[src/rtl/fetch_if.sv]
// Bundles the fetch-stage signals: the instruction-memory request/response
// pair and the held instruction plus retirement controls shared with the
// control unit.
//
// Handshake: a fetch completes on the rising edge that ends a cycle where
// imem_req=1 and imem_valid=1. imem_req and imem_addr stay stable until
// then. imem_valid seen while imem_req=0 carries no meaning. A held
// instruction retires on the rising edge that ends a cycle where
// instr_valid=1 and instr_ack=1.
//
// Modports:
//   master : fetch unit side (drives request, held instruction, pc, halted)
//   slave  : memory / control-unit side
interface fetch_if;
    logic        imem_req;
    logic [15:0] imem_addr;
    logic [15:0] imem_rdata;
    logic        imem_valid;
    logic [15:0] instr;
    logic [4:0]  opcode;
    logic        instr_valid;
    logic [15:0] pc;
    logic [15:0] pc_plus2;
    logic        instr_ack;
    logic        redirect_valid;
    logic [15:0] redirect_pc;
    logic        halted;
    logic [1:0]  fsm_state;    // debug view of the fetch FSM

    modport master (
        output imem_req, imem_addr, instr, opcode, instr_valid,
               pc, pc_plus2, halted, fsm_state,
        input  imem_rdata, imem_valid, instr_ack, redirect_valid, redirect_pc
    );

    modport slave (
        input  imem_req, imem_addr, instr, opcode, instr_valid,
               pc, pc_plus2, halted, fsm_state,
        output imem_rdata, imem_valid, instr_ack, redirect_valid, redirect_pc
    );
endinterface

[src/rtl/fetch_unit.sv]
// Instruction fetch stage for the unpipelined 16-bit processor.
// Owns the PC, fetches one instruction word at a time over a req/valid
// handshake, holds it for the control unit until it retires, then moves
// the PC on sequentially or to a redirect target. A retired HALT stops
// fetching until reset.
//
// Ports:
//   clk  : clock, all state changes on the rising edge
//   rst  : synchronous active-high reset
//   bus  : fetch_if.master (memory request/response, held instruction,
//          pc / pc_plus2, retirement controls, halted, fsm_state debug)
module fetch_unit #(
    parameter logic [15:0] RESET_PC = 16'h0000,
    parameter logic [4:0]  HALT_OPC = 5'b00000,
    parameter logic [15:0] NOP_WORD = 16'h0800
) (
    input  logic   clk,
    input  logic   rst,
    fetch_if.master bus
);

    typedef enum logic [1:0] {
        FETCH  = 2'd0,
        HOLD   = 2'd1,
        HALTED = 2'd2
    } state_t;

    state_t      state, state_next;
    logic [15:0] pc_q, pc_next;
    logic [15:0] instr_q, instr_next;
    logic        valid_q, valid_next;
    logic        halted_q, halted_next;
    logic        req_q;
    logic        capture;
    logic        retire;

    assign capture = req_q && bus.imem_valid;
    assign retire  = valid_q && bus.instr_ack;

    always_comb begin
        state_next  = state;
        pc_next     = pc_q;
        instr_next  = instr_q;
        valid_next  = valid_q;
        halted_next = halted_q;
        case (state)
            FETCH: begin
                if (capture) begin
                    instr_next = bus.imem_rdata;
                    valid_next = 1'b1;
                    state_next = HOLD;
                end
            end
            HOLD: begin
                if (retire) begin
                    valid_next = 1'b0;
                    instr_next = NOP_WORD;
                    if (instr_q[15:11] == HALT_OPC) begin
                        // pc stays on the HALT so software can see where it stopped
                        state_next  = HALTED;
                        halted_next = 1'b1;
                    end else begin
                        state_next = FETCH;
                        pc_next    = bus.redirect_valid ? (bus.redirect_pc & 16'hFFFE)
                                                        : pc_q + 16'd2;
                    end
                end
            end
            HALTED: begin
            end
            default: state_next = FETCH;
        endcase
    end

    always_ff @(posedge clk) begin
        if (rst) begin
            state    <= FETCH;
            pc_q     <= RESET_PC;
            instr_q  <= NOP_WORD;
            valid_q  <= 1'b0;
            halted_q <= 1'b0;
            req_q    <= 1'b0;
        end else begin
            state    <= state_next;
            pc_q     <= pc_next;
            instr_q  <= instr_next;
            valid_q  <= valid_next;
            halted_q <= halted_next;
            // Request is registered: it rises the cycle after we enter (or stay in)
            // FETCH, so the first request after reset lands one cycle after release.
            req_q    <= (state_next == FETCH);
        end
    end

    // Masking with rst keeps the request low in the first reset cycle too,
    // which the register alone cannot guarantee.
    assign bus.imem_req    = req_q && !rst;
    assign bus.imem_addr   = pc_q;
    assign bus.instr       = instr_q;
    assign bus.opcode      = instr_q[15:11];
    assign bus.instr_valid = valid_q;
    assign bus.pc          = pc_q;
    assign bus.pc_plus2    = pc_q + 16'd2;
    assign bus.halted      = halted_q;
    assign bus.fsm_state   = state;

endmodule

[src/flat_wrapper.sv]
// flat-port wrapper written by rule: the top's interface ports become plain ports
module fetch_unit_flat 
#(
    parameter logic [15:0] RESET_PC = 16'h0000,
    parameter logic [4:0]  HALT_OPC = 5'b00000,
    parameter logic [15:0] NOP_WORD = 16'h0800
)
  (clk, rst, bus_imem_req, bus_imem_addr, bus_instr, bus_opcode, bus_instr_valid, bus_pc, bus_pc_plus2, bus_halted, bus_fsm_state, bus_imem_rdata, bus_imem_valid, bus_instr_ack, bus_redirect_valid, bus_redirect_pc);
  fetch_if bus_i ();
  input  logic clk;
  input  logic rst;
  output wire logic [$bits(bus_i.imem_req)-1:0] bus_imem_req;
  output wire logic [$bits(bus_i.imem_addr)-1:0] bus_imem_addr;
  output wire logic [$bits(bus_i.instr)-1:0] bus_instr;
  output wire logic [$bits(bus_i.opcode)-1:0] bus_opcode;
  output wire logic [$bits(bus_i.instr_valid)-1:0] bus_instr_valid;
  output wire logic [$bits(bus_i.pc)-1:0] bus_pc;
  output wire logic [$bits(bus_i.pc_plus2)-1:0] bus_pc_plus2;
  output wire logic [$bits(bus_i.halted)-1:0] bus_halted;
  output wire logic [$bits(bus_i.fsm_state)-1:0] bus_fsm_state;
  input wire logic [$bits(bus_i.imem_rdata)-1:0] bus_imem_rdata;
  input wire logic [$bits(bus_i.imem_valid)-1:0] bus_imem_valid;
  input wire logic [$bits(bus_i.instr_ack)-1:0] bus_instr_ack;
  input wire logic [$bits(bus_i.redirect_valid)-1:0] bus_redirect_valid;
  input wire logic [$bits(bus_i.redirect_pc)-1:0] bus_redirect_pc;
  assign bus_imem_req = bus_i.imem_req;
  assign bus_imem_addr = bus_i.imem_addr;
  assign bus_instr = bus_i.instr;
  assign bus_opcode = bus_i.opcode;
  assign bus_instr_valid = bus_i.instr_valid;
  assign bus_pc = bus_i.pc;
  assign bus_pc_plus2 = bus_i.pc_plus2;
  assign bus_halted = bus_i.halted;
  assign bus_fsm_state = bus_i.fsm_state;
  assign bus_i.imem_rdata = bus_imem_rdata;
  assign bus_i.imem_valid = bus_imem_valid;
  assign bus_i.instr_ack = bus_instr_ack;
  assign bus_i.redirect_valid = bus_redirect_valid;
  assign bus_i.redirect_pc = bus_redirect_pc;
  fetch_unit #(.RESET_PC(RESET_PC), .HALT_OPC(HALT_OPC), .NOP_WORD(NOP_WORD)) u_core (.clk(clk), .rst(rst), .bus(bus_i));
endmodule
[config.mk]
export PLATFORM = sky130hd
export DESIGN_NAME = fetch_unit_flat
export DESIGN_NICKNAME = d
export VERILOG_FILES = /design/src/rtl/fetch_if.sv /design/src/rtl/fetch_unit.sv /design/src/flat_wrapper.sv
export SDC_FILE = /design/constraint.sdc
export NUM_CORES = 1
export LEC_CHECK = 0
export CORE_MARGIN = 1.5
export CORE_UTILIZATION = 42
export CTS_CLUSTER_SIZE = 12
export DETAILED_ROUTE_END_ITERATION = 10
export PLACE_DENSITY = 0.86
export SYNTH_ARGS = -nofsm -noshare
export SYNTH_HDL_FRONTEND = slang
export SYNTH_SLANG_ARGS = --single-unit
export TNS_END_PERCENT = 5
[constraint.sdc]
create_clock -name clk -period 3 [get_ports clk]
set_clock_uncertainty 0.15 [all_clocks]
set_input_delay 0.45 -clock clk [delete_from_list [all_inputs] [get_ports clk]]
set_output_delay 0.45 -clock clk [all_outputs]
set_load 0.01 [all_outputs]
==> impl_metrics.tcl, run 1 <==
set metrics [dict create \
    status "finished, final reports clean" \
    setup_viol 0 \
    drv_cap 0 \
    grt_max_degree 30 \
    worstMarginPinSlew_ns 0.974 \
    portBuffers 106 \
    vias 2020 \
    hold_viol 0 \
    fmax_mhz 352 \
    drive_gt1_share_pct 9.01 \
    hpwlAfterDp_mm 3.97 \
    synthSimpleGateAreaFrac_pct 23.5 \
    avgRoutedWirePerCell_microns 14.3 \
    final_common_cell "clkdlybuf4s50_1" \
    path_max_fanout 8 \
    hold_class "flop to flop" \
    viasPerCell 5.19 \
    power_density_nw_per_um2 343 \
    clockBufferDepth 2 \
    synth_compound_area_share_pct 20.1 \
    yosysSeqAreaShare_pct 34.8 \
    p_seq_share_pct 47.9 \
    crit_arrival_ns 2.24 \
    final_cell_mix "clkdlybuf4s50_1 (106), dfxtp_1 (33), nor2_1 (29)" \
    syn2layout_area_growth_pct 49.9 \
    endpoint_kind "output port" \
    async_flop_share_pct 0 \
    p_sw_share_pct 24.6 \
    cpPeakStageDelay_ns 0.53 \
    synth_top_flop_cell "dfxtp_1" \
    final_cells 389 \
    grt_pass1_vias 1961 \
    drt_iter0_drc 141 \
    post-place-ws_ns 0.297 \
    synthXorXnorAreaFrac_pct 5.08 \
    area.sequential_sq_um 724 \
    fp.dieW_microns 73.2 \
    clockPowerShare_pct 34.9 \
    rsz0062_at_grt "no" \
    grt.overflow.total 0 \
    final_nets 360 \
    io-pin-count 111 \
    firstDrtPassIters 4 \
    diodes 0 \
    ant_nets 0 \
    synth-seq-cells 36 \
    start_util_pct 43.8 \
    cts_tree "built" \
    root_buffer "clkbuf_8" \
    cp_slowest_cell "clkdlybuf4s50_1" \
    clk_latency_ns 0.29 \
    synth_top_family_by_area "simple AND/OR/NAND/NOR gates" \
    slew_headroom_pct 34.8 \
    post_synth.cell_area_avg_sq_um 8.59 \
    drc 0 \
    maxSlewViolCount 0 \
    gp_congestion 0.786 \
    n_fill_cell 395 \
    pwr-share-comb_pct 17.1 \
    vdd_drop_max_v 0.000340 \
    antenna_found_initial 0 \
    clkTransAtPathRegs_ns 0.07 \
    period_share_pct 94.6 \
    multi_input_area_sq_um 1080 \
    fp.dieH_microns 73.2 \
    p_int_uw 803 \
    die_area_sq_um 5360 \
    grt_pass1_wl_mm 8.83 \
    netlist_instances 241 \
    worstPathRequired_ns 2.40 \
    numCtsBuffers 5 \
    clock-sinks 36 \
    syn_area_sq_um 2070 \
    synth.distinct_cells 49 \
    post-route-worst-setup-slack_ns 0.163 \
    rows 25 \
    synthMuxAreaShare_pct 1.45 \
    fp.coreArea_sq_um 4720 \
    crit_chain "nand3_2 -> or3_1 -> xor2_1 -> inv_1 -> clkdlybuf4s50_1" \
    crit_path_start_kind "flop" \
    timing.final.crit_period_ns 2.84 \
    setup_tns_ns 0 \
    dpl.cell_count 382 \
    track_usage_pct 21.2 \
    synth_edf_count 0 \
    yosys.area_share.adder_pct 0.604 \
    p_leak_nw 1.15 \
    postCtsHoldBufs 0 \
    power_mw 1.06 \
    drt_wl_total_mm 5.56 \
    switchingPower_uw 261 \
    synth_warnings 0 \
    h-tree-depth 2 \
    path_class "flop to output port" \
]
cells in the mapped netlist, drive strengths merged (2+ instances only):
master  instances  area share, %
a31oi           2           0.60
o21ai           7            1.7
nor4            4            2.8
nand3          16            4.4
o41ai           3            1.3
inv            10            1.8
xnor2           5            2.1
a21o            2           0.72
o211ai          2           0.72
nand4           2            1.6
nor3            6            2.2
dfxtp          36             35
a21oi          10            3.0
buf            30             11
o21a            2           0.72
nand2          16            2.9
clkbuf          7            1.3
nand2b          3           0.91
a32o            3            1.5
mux2i           3            1.5
nor2b           2           0.60
a22o            3            1.3
nor2           29            5.3
xor2            7            3.0
o221ai          2            1.1
a22oi          15            5.4
routing by layer:
metal / up-vias / GRT usage, % / part of all wire [%]
li1: 987 / - / -
met2: 82 / 34.6 / 48
met5: - / 0 / 0
met1: 940 / 25.4 / 42
met3: 11 / 7.46 / 8.5
met4: 0 / 8.18 / 2.0
worst paths after layout:
kind / from / end / slack [ns] / cells past startpoint
min: u_core.bus.halted$_SDFFE_PP0P_ / u_core.bus.halted$_SDFFE_PP0P_ / 0.31 / 2
max reg2reg: u_core.bus.fsm_state[1]$_SDFF_PP0_ / u_core.bus.instr[10]$_SDFFE_PP0P_ / 1.06 / 4
max: u_core.bus.imem_addr[5]$_SDFFE_PP0P_ / bus_pc_plus2[9] / 0.16 / 5
min reg2reg: u_core.bus.halted$_SDFFE_PP0P_ / u_core.bus.halted$_SDFFE_PP0P_ / 0.31 / 2
repair_timing:
item | in CTS | in global routing
endpoints found under the setup margin | 2 | 3
resized for setup | 1 | 5
buffers inserted | 0 | 0
cell families (layout without fill, tap and decap cells):
kind of cell	after synthesis	after routing
AND/OR/NAND/NOR	85	85
AO/OA/AOI/OAI	56	56
buffers and inverters	47	126
flip-flops	36	36
XOR/XNOR	12	12
multiplexers	3	3
adder cells (fa/ha/maj)	1	1
other	1	3
layout make-up:
class	count	share of cell area [%]
inverters	10	1.21
multi-input cells	160	34.7
clock buffers	7	3.10
well taps	67	2.70
flip-flops and latches	36	23.3
repair buffers	109	34.9
sequential cells by signal (all words and copies together) (netlist names):
signal,cells
u_core.bus.fsm_state,2
u_core.bus.halted,1
u_core.bus.imem_addr,15
u_core.bus.instr,16
u_core.bus.instr_valid,1
u_core.req_q,1
worst max-delay path: cells and delay by family, from the launching register on:
kind / cells / cell delay, ns
flops: 1 / 0.50
xor+xnor: 1 / 0.17
simple gates: 2 / 0.68
buf+inv: 2 / 0.60
through the flow:
stage	instance area (sq um)	utilization [%]	hold WS, ns
after floorplan	2080	-	0.320
after global placement	2990	63.3	0.285
after detailed placement	2990	63.3	0.300
after CTS	3090	65.4	0.307
after global routing	3100	65.7	0.315
final	3100	65.7	0.305
power groups by stage:
| stage | clock, mW | sequential [mW] | combinational [mW] |
|---|---|---|---|
| floorplan | 0 | 0.524 | 0.0836 |
| global placement | 0 | 0.519 | 0.180 |
| detailed placement | 0 | 0.520 | 0.182 |
| CTS | 0.383 | 0.510 | 0.183 |
| global route | 0.401 | 0.512 | 0.198 |
| finish | 0.372 | 0.510 | 0.182 |
Note: power is estimated with default switching activity, not from simulation.
==> run 2: changes to the inputs <==
--- a/config.mk
+++ b/config.mk
@@ -10,6 +10,7 @@
 export CTS_CLUSTER_SIZE = 12
 export DETAILED_ROUTE_END_ITERATION = 10
 export PLACE_DENSITY = 0.86
+export SKIP_CTS_REPAIR_TIMING = 1
 export SYNTH_ARGS = -nofsm -noshare
 export SYNTH_HDL_FRONTEND = slang
 export SYNTH_SLANG_ARGS = --single-unit
==> results of run 2 <==
The final DEF is identical to that of run 1; final timing and power are the same.
Among the figures that moved: wire length of the first global-routing pass 8830 microns -> 8810 microns; via count of the first global-routing pass 1961 -> 1959; met1 usage 25.4% -> 25.3%
